===== config.mk =====
export PLATFORM = sky130hd
export DESIGN_NAME = wshb_arbiter_flat
export DESIGN_NICKNAME = d
export VERILOG_FILES = /design/src/rtl/wshb_arb_pkg.sv /design/src/rtl/wshb_if.sv /design/src/rtl/wshb_arbiter.sv /design/src/flat_wrapper.sv
export SDC_FILE = /design/constraint.sdc
export NUM_CORES = 1
export LEC_CHECK = 0
export ABC_AREA = 1
export CAP_MARGIN = 20
export CORE_AREA = 2 2 131 133
export DETAILED_ROUTE_END_ITERATION = 7
export DIE_AREA = 0 0 133 135
export PLACE_DENSITY = 0.5
export SYNTH_ARGS = -nofsm -noshare
export SYNTH_HDL_FRONTEND = slang
export SYNTH_SLANG_ARGS = --single-unit

===== constraint.sdc =====
create_clock -name sys_clk -period 2.5 [get_ports sys_clk]
set_clock_uncertainty 0.2 [all_clocks]
set_input_delay 0.625 -clock sys_clk [delete_from_list [all_inputs] [get_ports sys_clk]]
set_output_delay 0.625 -clock sys_clk [all_outputs]
set_load 0.01 [all_outputs]

===== src/rtl/wshb_arb_pkg.sv =====
// wshb_arbiter shared types and constants.
// States, CTI codes and requester indices.
package wshb_arb_pkg;

  typedef enum logic [1:0] {
    IDLE,
    GNT_VGA,
    GNT_MIRE,
    GAP
  } arb_state_t;

  localparam logic [2:0] CTI_CLASSIC = 3'b000;
  localparam logic [2:0] CTI_INCR    = 3'b010;
  localparam logic [2:0] CTI_EOB     = 3'b111;

  localparam logic REQ_VGA  = 1'b0;
  localparam logic REQ_MIRE = 1'b1;

endpackage


===== src/rtl/wshb_if.sv =====
// Wishbone B4 bus bundle.
// Master drives the request, slave answers.
interface wshb_if #(
  parameter int DATA_BYTES = 4
) ();

  logic                      cyc;
  logic                      stb;
  logic                      we;
  logic [31:0]               adr;
  logic [8*DATA_BYTES-1:0]   dat_ms;
  logic [8*DATA_BYTES-1:0]   dat_sm;
  logic [DATA_BYTES-1:0]     sel;
  logic [2:0]                cti;
  logic [1:0]                bte;
  logic                      ack;
  logic                      err;
  logic                      rty;

  modport master (
    output cyc, stb, we, adr, dat_ms, sel, cti, bte,
    input  dat_sm, ack, err, rty
  );

  modport slave (
    input  cyc, stb, we, adr, dat_ms, sel, cti, bte,
    output dat_sm, ack, err, rty
  );

endinterface


===== src/rtl/wshb_arbiter.sv =====
// Two-master Wishbone arbiter for the SDRAM port.
// Round-robin with a hold limit, switch only at transfer ends.
module wshb_arbiter
  import wshb_arb_pkg::*;
#(
  parameter int MAX_HOLD = 64
) (
  input  logic   sys_clk,
  input  logic   sys_rst,
  wshb_if.slave  wshb_ifs_vga,
  wshb_if.slave  wshb_ifs_mire,
  wshb_if.master wshb_ifm
);

  localparam int HW = $clog2(MAX_HOLD + 1);
  localparam logic [HW-1:0] HOLD_LAST = HW'(MAX_HOLD - 1);
  localparam logic [HW-1:0] HOLD_MAX  = HW'(MAX_HOLD);

  arb_state_t    state_q, state_d;
  logic          last_gnt_q, last_gnt_d;
  logic          pend_q, pend_d;
  logic [HW-1:0] hold_cnt;
  logic          term;
  logic          preempt;
  logic          req_v, req_m;
  logic          in_gnt, enter_gnt;

  assign req_v = wshb_ifs_vga.cyc;
  assign req_m = wshb_ifs_mire.cyc;
  assign term  = wshb_ifm.ack | wshb_ifm.err | wshb_ifm.rty;

  assign in_gnt = (state_q == GNT_VGA) ||
                  (state_q == GNT_MIRE);
  assign enter_gnt = (state_d != state_q) &&
                     ((state_d == GNT_VGA) ||
                      (state_d == GNT_MIRE));

  // Holder must yield once its budget is spent and
  // the other side waits; >= so a late request is
  // still served after the counter saturated.
  always_comb begin
    preempt = 1'b0;
    case (state_q)
      GNT_VGA:  preempt = req_m && (hold_cnt >= HOLD_LAST);
      GNT_MIRE: preempt = req_v && (hold_cnt >= HOLD_LAST);
      default:  preempt = 1'b0;
    endcase
  end

  // Next-state and round-robin bookkeeping.
  always_comb begin
    state_d    = state_q;
    last_gnt_d = last_gnt_q;
    pend_d     = pend_q;
    case (state_q)
      IDLE: begin
        if (req_v && req_m)
          state_d = (last_gnt_q == REQ_MIRE) ?
                    GNT_VGA : GNT_MIRE;
        else if (req_v)
          state_d = GNT_VGA;
        else if (req_m)
          state_d = GNT_MIRE;
      end
      GNT_VGA: begin
        if (!req_v) begin
          state_d    = IDLE;
          last_gnt_d = REQ_VGA;
        end else if (preempt && term) begin
          state_d    = GAP;
          pend_d     = REQ_MIRE;
          last_gnt_d = REQ_VGA;
        end
      end
      GNT_MIRE: begin
        if (!req_m) begin
          state_d    = IDLE;
          last_gnt_d = REQ_MIRE;
        end else if (preempt && term) begin
          state_d    = GAP;
          pend_d     = REQ_VGA;
          last_gnt_d = REQ_MIRE;
        end
      end
      GAP: begin
        if (pend_q == REQ_VGA)
          state_d = req_v ? GNT_VGA : IDLE;
        else
          state_d = req_m ? GNT_MIRE : IDLE;
      end
      default: state_d = IDLE;
    endcase
  end

  // State register; reset lets VGA win the first tie.
  always_ff @(posedge sys_clk) begin
    if (sys_rst) begin
      state_q    <= IDLE;
      last_gnt_q <= REQ_MIRE;
      pend_q     <= REQ_VGA;
    end else begin
      state_q    <= state_d;
      last_gnt_q <= last_gnt_d;
      pend_q     <= pend_d;
    end
  end

  // Saturating count of terminated transfers per grant.
  always_ff @(posedge sys_clk) begin
    if (sys_rst)
      hold_cnt <= '0;
    else if (enter_gnt)
      hold_cnt <= '0;
    else if (in_gnt && term && hold_cnt != HOLD_MAX)
      hold_cnt <= hold_cnt + HW'(1);
  end

  assign wshb_ifs_vga.dat_sm  = wshb_ifm.dat_sm;
  assign wshb_ifs_mire.dat_sm = wshb_ifm.dat_sm;

  // Zero-latency forwarding mux keyed on the owner.
  always_comb begin
    wshb_ifm.cyc        = 1'b0;
    wshb_ifm.stb        = 1'b0;
    wshb_ifm.we         = 1'b0;
    wshb_ifm.adr        = '0;
    wshb_ifm.dat_ms     = '0;
    wshb_ifm.sel        = '0;
    wshb_ifm.cti        = CTI_CLASSIC;
    wshb_ifm.bte        = '0;
    wshb_ifs_vga.ack    = 1'b0;
    wshb_ifs_vga.err    = 1'b0;
    wshb_ifs_vga.rty    = 1'b0;
    wshb_ifs_mire.ack   = 1'b0;
    wshb_ifs_mire.err   = 1'b0;
    wshb_ifs_mire.rty   = 1'b0;
    case (state_q)
      GNT_VGA: begin
        wshb_ifm.cyc      = wshb_ifs_vga.cyc;
        wshb_ifm.stb      = wshb_ifs_vga.stb;
        wshb_ifm.we       = wshb_ifs_vga.we;
        wshb_ifm.adr      = wshb_ifs_vga.adr;
        wshb_ifm.dat_ms   = wshb_ifs_vga.dat_ms;
        wshb_ifm.sel      = wshb_ifs_vga.sel;
        wshb_ifm.bte      = wshb_ifs_vga.bte;
        wshb_ifm.cti      = preempt ? CTI_EOB :
                            wshb_ifs_vga.cti;
        wshb_ifs_vga.ack  = wshb_ifm.ack;
        wshb_ifs_vga.err  = wshb_ifm.err;
        wshb_ifs_vga.rty  = wshb_ifm.rty;
      end
      GNT_MIRE: begin
        wshb_ifm.cyc      = wshb_ifs_mire.cyc;
        wshb_ifm.stb      = wshb_ifs_mire.stb;
        wshb_ifm.we       = wshb_ifs_mire.we;
        wshb_ifm.adr      = wshb_ifs_mire.adr;
        wshb_ifm.dat_ms   = wshb_ifs_mire.dat_ms;
        wshb_ifm.sel      = wshb_ifs_mire.sel;
        wshb_ifm.bte      = wshb_ifs_mire.bte;
        wshb_ifm.cti      = preempt ? CTI_EOB :
                            wshb_ifs_mire.cti;
        wshb_ifs_mire.ack = wshb_ifm.ack;
        wshb_ifs_mire.err = wshb_ifm.err;
        wshb_ifs_mire.rty = wshb_ifm.rty;
      end
      default: ;
    endcase
  end

endmodule


===== src/flat_wrapper.sv =====
// flat-port wrapper written by rule: the top's interface ports become plain ports
module wshb_arbiter_flat import wshb_arb_pkg::*;
#(
  parameter int MAX_HOLD = 64
)
  (sys_clk, sys_rst, wshb_ifs_vga_cyc, wshb_ifs_vga_stb, wshb_ifs_vga_we, wshb_ifs_vga_adr, wshb_ifs_vga_dat_ms, wshb_ifs_vga_sel, wshb_ifs_vga_cti, wshb_ifs_vga_bte, wshb_ifs_vga_dat_sm, wshb_ifs_vga_ack, wshb_ifs_vga_err, wshb_ifs_vga_rty, wshb_ifs_mire_cyc, wshb_ifs_mire_stb, wshb_ifs_mire_we, wshb_ifs_mire_adr, wshb_ifs_mire_dat_ms, wshb_ifs_mire_sel, wshb_ifs_mire_cti, wshb_ifs_mire_bte, wshb_ifs_mire_dat_sm, wshb_ifs_mire_ack, wshb_ifs_mire_err, wshb_ifs_mire_rty, wshb_ifm_cyc, wshb_ifm_stb, wshb_ifm_we, wshb_ifm_adr, wshb_ifm_dat_ms, wshb_ifm_sel, wshb_ifm_cti, wshb_ifm_bte, wshb_ifm_dat_sm, wshb_ifm_ack, wshb_ifm_err, wshb_ifm_rty);
  wshb_if #(.DATA_BYTES(4)) wshb_ifs_vga_i ();
  wshb_if #(.DATA_BYTES(4)) wshb_ifs_mire_i ();
  wshb_if #(.DATA_BYTES(4)) wshb_ifm_i ();
  input  logic sys_clk;
  input  logic sys_rst;
  input wire logic [$bits(wshb_ifs_vga_i.cyc)-1:0] wshb_ifs_vga_cyc;
  input wire logic [$bits(wshb_ifs_vga_i.stb)-1:0] wshb_ifs_vga_stb;
  input wire logic [$bits(wshb_ifs_vga_i.we)-1:0] wshb_ifs_vga_we;
  input wire logic [$bits(wshb_ifs_vga_i.adr)-1:0] wshb_ifs_vga_adr;
  input wire logic [$bits(wshb_ifs_vga_i.dat_ms)-1:0] wshb_ifs_vga_dat_ms;
  input wire logic [$bits(wshb_ifs_vga_i.sel)-1:0] wshb_ifs_vga_sel;
  input wire logic [$bits(wshb_ifs_vga_i.cti)-1:0] wshb_ifs_vga_cti;
  input wire logic [$bits(wshb_ifs_vga_i.bte)-1:0] wshb_ifs_vga_bte;
  output wire logic [$bits(wshb_ifs_vga_i.dat_sm)-1:0] wshb_ifs_vga_dat_sm;
  output wire logic [$bits(wshb_ifs_vga_i.ack)-1:0] wshb_ifs_vga_ack;
  output wire logic [$bits(wshb_ifs_vga_i.err)-1:0] wshb_ifs_vga_err;
  output wire logic [$bits(wshb_ifs_vga_i.rty)-1:0] wshb_ifs_vga_rty;
  input wire logic [$bits(wshb_ifs_mire_i.cyc)-1:0] wshb_ifs_mire_cyc;
  input wire logic [$bits(wshb_ifs_mire_i.stb)-1:0] wshb_ifs_mire_stb;
  input wire logic [$bits(wshb_ifs_mire_i.we)-1:0] wshb_ifs_mire_we;
  input wire logic [$bits(wshb_ifs_mire_i.adr)-1:0] wshb_ifs_mire_adr;
  input wire logic [$bits(wshb_ifs_mire_i.dat_ms)-1:0] wshb_ifs_mire_dat_ms;
  input wire logic [$bits(wshb_ifs_mire_i.sel)-1:0] wshb_ifs_mire_sel;
  input wire logic [$bits(wshb_ifs_mire_i.cti)-1:0] wshb_ifs_mire_cti;
  input wire logic [$bits(wshb_ifs_mire_i.bte)-1:0] wshb_ifs_mire_bte;
  output wire logic [$bits(wshb_ifs_mire_i.dat_sm)-1:0] wshb_ifs_mire_dat_sm;
  output wire logic [$bits(wshb_ifs_mire_i.ack)-1:0] wshb_ifs_mire_ack;
  output wire logic [$bits(wshb_ifs_mire_i.err)-1:0] wshb_ifs_mire_err;
  output wire logic [$bits(wshb_ifs_mire_i.rty)-1:0] wshb_ifs_mire_rty;
  output wire logic [$bits(wshb_ifm_i.cyc)-1:0] wshb_ifm_cyc;
  output wire logic [$bits(wshb_ifm_i.stb)-1:0] wshb_ifm_stb;
  output wire logic [$bits(wshb_ifm_i.we)-1:0] wshb_ifm_we;
  output wire logic [$bits(wshb_ifm_i.adr)-1:0] wshb_ifm_adr;
  output wire logic [$bits(wshb_ifm_i.dat_ms)-1:0] wshb_ifm_dat_ms;
  output wire logic [$bits(wshb_ifm_i.sel)-1:0] wshb_ifm_sel;
  output wire logic [$bits(wshb_ifm_i.cti)-1:0] wshb_ifm_cti;
  output wire logic [$bits(wshb_ifm_i.bte)-1:0] wshb_ifm_bte;
  input wire logic [$bits(wshb_ifm_i.dat_sm)-1:0] wshb_ifm_dat_sm;
  input wire logic [$bits(wshb_ifm_i.ack)-1:0] wshb_ifm_ack;
  input wire logic [$bits(wshb_ifm_i.err)-1:0] wshb_ifm_err;
  input wire logic [$bits(wshb_ifm_i.rty)-1:0] wshb_ifm_rty;
  assign wshb_ifs_vga_i.cyc = wshb_ifs_vga_cyc;
  assign wshb_ifs_vga_i.stb = wshb_ifs_vga_stb;
  assign wshb_ifs_vga_i.we = wshb_ifs_vga_we;
  assign wshb_ifs_vga_i.adr = wshb_ifs_vga_adr;
  assign wshb_ifs_vga_i.dat_ms = wshb_ifs_vga_dat_ms;
  assign wshb_ifs_vga_i.sel = wshb_ifs_vga_sel;
  assign wshb_ifs_vga_i.cti = wshb_ifs_vga_cti;
  assign wshb_ifs_vga_i.bte = wshb_ifs_vga_bte;
  assign wshb_ifs_vga_dat_sm = wshb_ifs_vga_i.dat_sm;
  assign wshb_ifs_vga_ack = wshb_ifs_vga_i.ack;
  assign wshb_ifs_vga_err = wshb_ifs_vga_i.err;
  assign wshb_ifs_vga_rty = wshb_ifs_vga_i.rty;
  assign wshb_ifs_mire_i.cyc = wshb_ifs_mire_cyc;
  assign wshb_ifs_mire_i.stb = wshb_ifs_mire_stb;
  assign wshb_ifs_mire_i.we = wshb_ifs_mire_we;
  assign wshb_ifs_mire_i.adr = wshb_ifs_mire_adr;
  assign wshb_ifs_mire_i.dat_ms = wshb_ifs_mire_dat_ms;
  assign wshb_ifs_mire_i.sel = wshb_ifs_mire_sel;
  assign wshb_ifs_mire_i.cti = wshb_ifs_mire_cti;
  assign wshb_ifs_mire_i.bte = wshb_ifs_mire_bte;
  assign wshb_ifs_mire_dat_sm = wshb_ifs_mire_i.dat_sm;
  assign wshb_ifs_mire_ack = wshb_ifs_mire_i.ack;
  assign wshb_ifs_mire_err = wshb_ifs_mire_i.err;
  assign wshb_ifs_mire_rty = wshb_ifs_mire_i.rty;
  assign wshb_ifm_cyc = wshb_ifm_i.cyc;
  assign wshb_ifm_stb = wshb_ifm_i.stb;
  assign wshb_ifm_we = wshb_ifm_i.we;
  assign wshb_ifm_adr = wshb_ifm_i.adr;
  assign wshb_ifm_dat_ms = wshb_ifm_i.dat_ms;
  assign wshb_ifm_sel = wshb_ifm_i.sel;
  assign wshb_ifm_cti = wshb_ifm_i.cti;
  assign wshb_ifm_bte = wshb_ifm_i.bte;
  assign wshb_ifm_i.dat_sm = wshb_ifm_dat_sm;
  assign wshb_ifm_i.ack = wshb_ifm_ack;
  assign wshb_ifm_i.err = wshb_ifm_err;
  assign wshb_ifm_i.rty = wshb_ifm_rty;
  wshb_arbiter #(.MAX_HOLD(MAX_HOLD)) u_core (.sys_clk(sys_clk), .sys_rst(sys_rst), .wshb_ifs_vga(wshb_ifs_vga_i), .wshb_ifs_mire(wshb_ifs_mire_i), .wshb_ifm(wshb_ifm_i));
endmodule

# Word-level counts from Yosys, hierarchy flattened
# Index checks and enable logic that the tools add are counted.
# totals
word_cells,71
register_bits,11
input_bits,189
# classes
order_cmp,1
n_eq_ne,13
bitwise_logic,2
muxes,36
n_addsub,1
n_reduce_logical,14
# ops
cell,count
$pmux 32 s2,2
$mux 2,9
$mux 1,13
$pmux 1 s2,6
$ne 2x2->1 const B,4
$pmux 2 s4,1
$pmux 4 s2,1
$add 7x1->7 const B,1
$ge 7x6->1 const B,1
$logic_and 1x1->1,7
$ne 7x7->1 const B,1
$eq 2x2->1 const B,3
$mux 3,2
$ne 3x3->1 const B,2
$pmux 3 s2,1
$reduce_and 5->1,1
$eq 2x1->1 const B,2
$pmux 2 s2,1
$reduce_and 3->1,1
$logic_not 2->1,1
$logic_or 1x1->1,2
$ne 2x2->1,1
$or 1x1->1,2
$reduce_bool 2->1,1
$reduce_or 2->1,1

# Depth between registers and ports, before layout
# logic_depth
depth_word,11
mapped_depth,15
depth_no_buf,14

# Worst setup path after synthesis
# OpenSTA, ideal clock, no wires.
# synth_path
path_kind,register -> output
startpoint,register u_core.state_q[1]
endpoint,output port wshb_ifm_adr[10]
path_buffers,3
arrival_time_ns,1.559
setup_slack_ns,0.116
path_stages_with_launch,8
path_cell_list,dfxtp_1 inv_1 ha_1 buf_2 clkbuf_1 clkbuf_1 nand2_1 a21oi_1
# synth_between
elab_chain_len,2
elab_cells_between_ends,3
# synth_lines
element,line,text
from (decl),wshb_arbiter.sv:19,"arb_state_t state_q, state_d;"
from (signal assigned),wshb_arbiter.sv:102,state_q <= state_d;
$eq 2x2->1 / $eq 2x1->1 (equally long branches),wshb_arbiter.sv:137,case (state_q)
$pmux 32 s2 *,wshb_arbiter.sv:137,
to (decl),flat_wrapper.sv:39,output wire logic [$bits(wshb_ifm_i.adr)-1:0] wshb_ifm_adr;
# Mark *: on every way between the ends. The rest lies on a longest branch, timed or not.

# Worst setup path after layout
# layout_path
startpoint,register u_core.state_q[1]
endpoint,output port wshb_ifm_cti[1]
# layout_between
elab_chain_len,4
elab_cells_between_ends,6
# layout_lines
element,line,text
$eq 2x2->1 / $eq 2x1->1 (equally long branches),"wshb_arbiter.sv:43, wshb_arbiter.sv:137",
$pmux 1 s2,wshb_arbiter.sv:43,case (state_q)
$mux 3 (on tied branches),"wshb_arbiter.sv:160, wshb_arbiter.sv:146",
$pmux 3 s2 *,wshb_arbiter.sv:137,
to (decl),flat_wrapper.sv:42,output wire logic [$bits(wshb_ifm_i.cti)-1:0] wshb_ifm_cti;
# Marks and branches as above.

==> metrics.cfg <==
[worst_setup_path]
slowest_delay_ns = 0.33
cp_common_cell = nor2_2
regToRegSetupSlack_ns = 0.18
r2r-start = u_core.state_q[1]$_SDFF_PP0_
start_kind = flop
endpoint_kind = output port
critPathMaxFanout = 6
reg2regPathDepth = 17
critPathKind = reg -> out
crit_required_ns = 1.67
crit_path_top_delay_cell = dfxtp_2
cp_data_arrival_time_ns = 1.71
cp_cell_sequence = buf_6 -> ha_4 -> inv_2 -> nor2_2 -> nor2_2 -> nand2_2 -> clkinv_4 -> o21ai_2 -> a21oi_1 -> buf_2
rr_endpoint = u_core.hold_cnt[0]$_SDFFE_PP0P_

[clock_tree]
cts_hold_buf = 0
cts_buffers = 3
clock_path_buffers = 2
cts_tree = yes
cts.sinks = 11
clk_pin_slew_ns = 0.04
clock_latency_ns = 0.24
htreeDepth = 1
cts_root_buffer = clkbuf_16

[route]
firstDrtPassIters = 4
drcViolationCount = 0
post_drt_wl_per_cell_um = 15.9
via_count = 3518
first_iter_violations = 123
wl_um = 14100
postRouteAntennaNets = 0
via_per_inst = 3.97

[hold_path]
holdPathEnd = u_core.pend_q$_SDFFE_PP0P_
min_from = u_core.pend_q$_SDFFE_PP0P_
min_path_type = reg -> reg
holdPathStages = 2

[run_status]
status = finished with violations
failed_checks = setup timing

[pwr]
intPower_w = 0.00133
p_clk_frac = 0.128
power_leakage_nw = 2.24
power_frac_comb = 0.782
seqPwrFrac = 0.090
ir_drop_v = 0.000269
power_density_nw_per_um2 = 431
switching_share = 0.425
p_sw_w = 0.000980

[layout]
fin_nets = 862
fillers = 1810
final_util = 0.326
diodes = 0
area_growth_pct = 124
drive_above_1_share = 0.350

[global_route]
antenna_found_initial = 0
grt_pass1_vias = 3570
grt_max_degree = 23
grt_usage = 0.141
grt_pass1_wl_um = 19800
grt.overflow.total = 0

[synth]
syn_nets = 642
ys_warn_count = 0
syn_avg_cell_area_um2 = 5.35
synthesis.area_um2 = 2390
ys_seq_elements = 11
synth.distinct_cells = 27
postSynthCellCount = 447
yosysSeqAreaShare = 0.0921

[floorplanning]
die_x_um = 133
die_area_um2 = 18000
coreArea_um2 = 16400
ios = 335
start_util = 0.146
die_y_um = 135
num_rows = 47

[placed_design]
dp_hpwl_um = 9540
io_buffers = 238
place.gp.congestion = 0.790
pre_cts_ws_ns = -0.861

[sta]
final.setup.worst_slack_ns = -0.0336
finalSetupViolCount = 1
worst-slew-pin-transition_ns = 0.235
finalHoldViolCount = 0
slew_violations = 0
max_freq_mhz = 395
fin_crit_ns = 2.53
slew_headroom = 0.842
fin_crit_sh = 1.01
rsz0062_at_grt = true

[run]
drv_cap = 0

-- logic make-up after synthesis --
logic type	after synthesis	share of synthesized area
simple gates	209	0.359
buf+inv	121	0.294
compound gates	94	0.201
flops	11	0.0921
xor+xnor	6	0.0220
fa+ha+maj	6	0.0314
-- worst max path at each step --
stage | startpoint | to | slack, ns | depth (start not counted)
finish | u_core.state_q[1]$_SDFF_PP0_ | wshb_ifm_cti[1] | -0.03 | 10
detailed placement | wshb_ifs_mire_cyc | wshb_ifm_cti[1] | -0.86 | 8
global route | u_core.state_q[1]$_SDFF_PP0_ | wshb_ifm_cti[1] | -0.10 | 9
CTS | u_core.state_q[1]$_SDFF_PP0_ | wshb_ifm_adr[25] | -0.09 | 8
global placement | wshb_ifs_mire_cyc | wshb_ifm_cti[0] | -0.84 | 8
floorplan | u_core.state_q[1]$_SDFF_PP0_ | wshb_ifm_adr[10] | 0.12 | 7
-- placed cells by master, fill, tap and decap left out, drive strengths merged, types with 2 or more instances in the layout --
cell type / synthesis / layout
nand2: 176 / 176
clkdlybuf4s50: 0 / 154
buf: 67 / 135
a21oi: 81 / 81
inv: 31 / 30
nor2: 20 / 20
dfxtp: 11 / 11
clkbuf: 23 / 11
o21ai: 11 / 11
nand3: 10 / 10
dlygate4sd2: 0 / 8
ha: 6 / 6
xor2: 5 / 5
nor3: 2 / 2
-- what timing repair did --
action | in CTS | in global routing
endpoints found under the setup margin | 82 | 78
gates resized for setup | 333 | 89
pin swaps | 23 | 32
cloned | 9 | 4
buffers inserted | 16 | 7
-- layout make-up --
class | count | area (µm²) | area share
sequential | 11 | 223 | 0.0416
tap | 220 | 275 | 0.0515
inverter | 31 | 129 | 0.0241
timing repair buffer | 305 | 2890 | 0.540
clock buffer | 4 | 78.8 | 0.0147
multi-input combinational | 315 | 1760 | 0.328
-- synthesized netlist by cell type (all sizes together) --
| library cell | instances | area, µm² |
|---|---|---|
| a21oi | 81 | 409 |
| a31oi | 1 | 6.26 |
| buf | 67 | 500 |
| clkbuf | 23 | 86.3 |
| dfxtp | 11 | 220 |
| ha | 6 | 75.1 |
| inv | 31 | 116 |
| nand2 | 176 | 671 |
| nand3 | 10 | 82.6 |
| nand3b | 1 | 7.51 |
| nor2 | 20 | 87.6 |
| nor3 | 2 | 10.0 |
| o211ai | 1 | 7.51 |
| o21ai | 11 | 58.8 |
| xnor2 | 1 | 8.76 |
| xor2 | 5 | 43.8 |
-- sequential cells by signal (all words and copies together) (netlist names) --
register and flops:
u_core.state_q 2, u_core.last_gnt_q 1, u_core.pend_q 1, u_core.hold_cnt 7
-- critical path, delay by kind of cell (launching register included) --
| family | cells | cell delay [ns] |
|---|---|---|
| AOI/OAI and AO/OA | 2 | 0.20 |
| and+or+nand+nor | 3 | 0.32 |
| adders and majority gates | 1 | 0.17 |
| DFF | 1 | 0.33 |
| buffers and inverters | 4 | 0.44 |
-- through the flow --
| stage | power (W) | std cells | hold slack [ns] | cell area (µm²) | TNS (ns) |
|---|---|---|---|---|---|
| after floorplan | 0.000887 | 447 | 0.237 | 2390 | 0 |
| after global routing | 0.00248 | 886 | 0.320 | 5350 | -0.856 |
| final | 0.00230 | 886 | 0.277 | 5350 | -0.0336 |
| after CTS | 0.00220 | 879 | 0.279 | 5100 | -1.00 |
| after detailed placement | 0.00158 | 850 | 0.272 | 4800 | -17.13 |
| after global placement | 0.00160 | 850 | 0.266 | 4800 | -17.49 |
-- power groups by stage --
stage | Combinational (W) | Clock, W | Sequential [W]
floorplan | 0.000676 | 0 | 0.000211
global placement | 0.00139 | 0 | 0.000207
detailed placement | 0.00138 | 0 | 0.000207
CTS | 0.00169 | 0.000305 | 0.000206
global route | 0.00195 | 0.000315 | 0.000210
finish | 0.00180 | 0.000296 | 0.000207
-- per-layer routing --
layer | share of wire | global-route usage | wire, µm | up-vias
li1 | - | - | - | 1784
met1 | 0.42 | 0.177 | 5850 | 1549
met2 | 0.49 | 0.239 | 6890 | 169
met3 | 0.083 | 0.0428 | 1170 | 16
met4 | 0.011 | 0.0251 | 154 | 0
met5 | 0 | 0 | 0 | -
No activity file was read; power rests on OpenSTA's default activity.
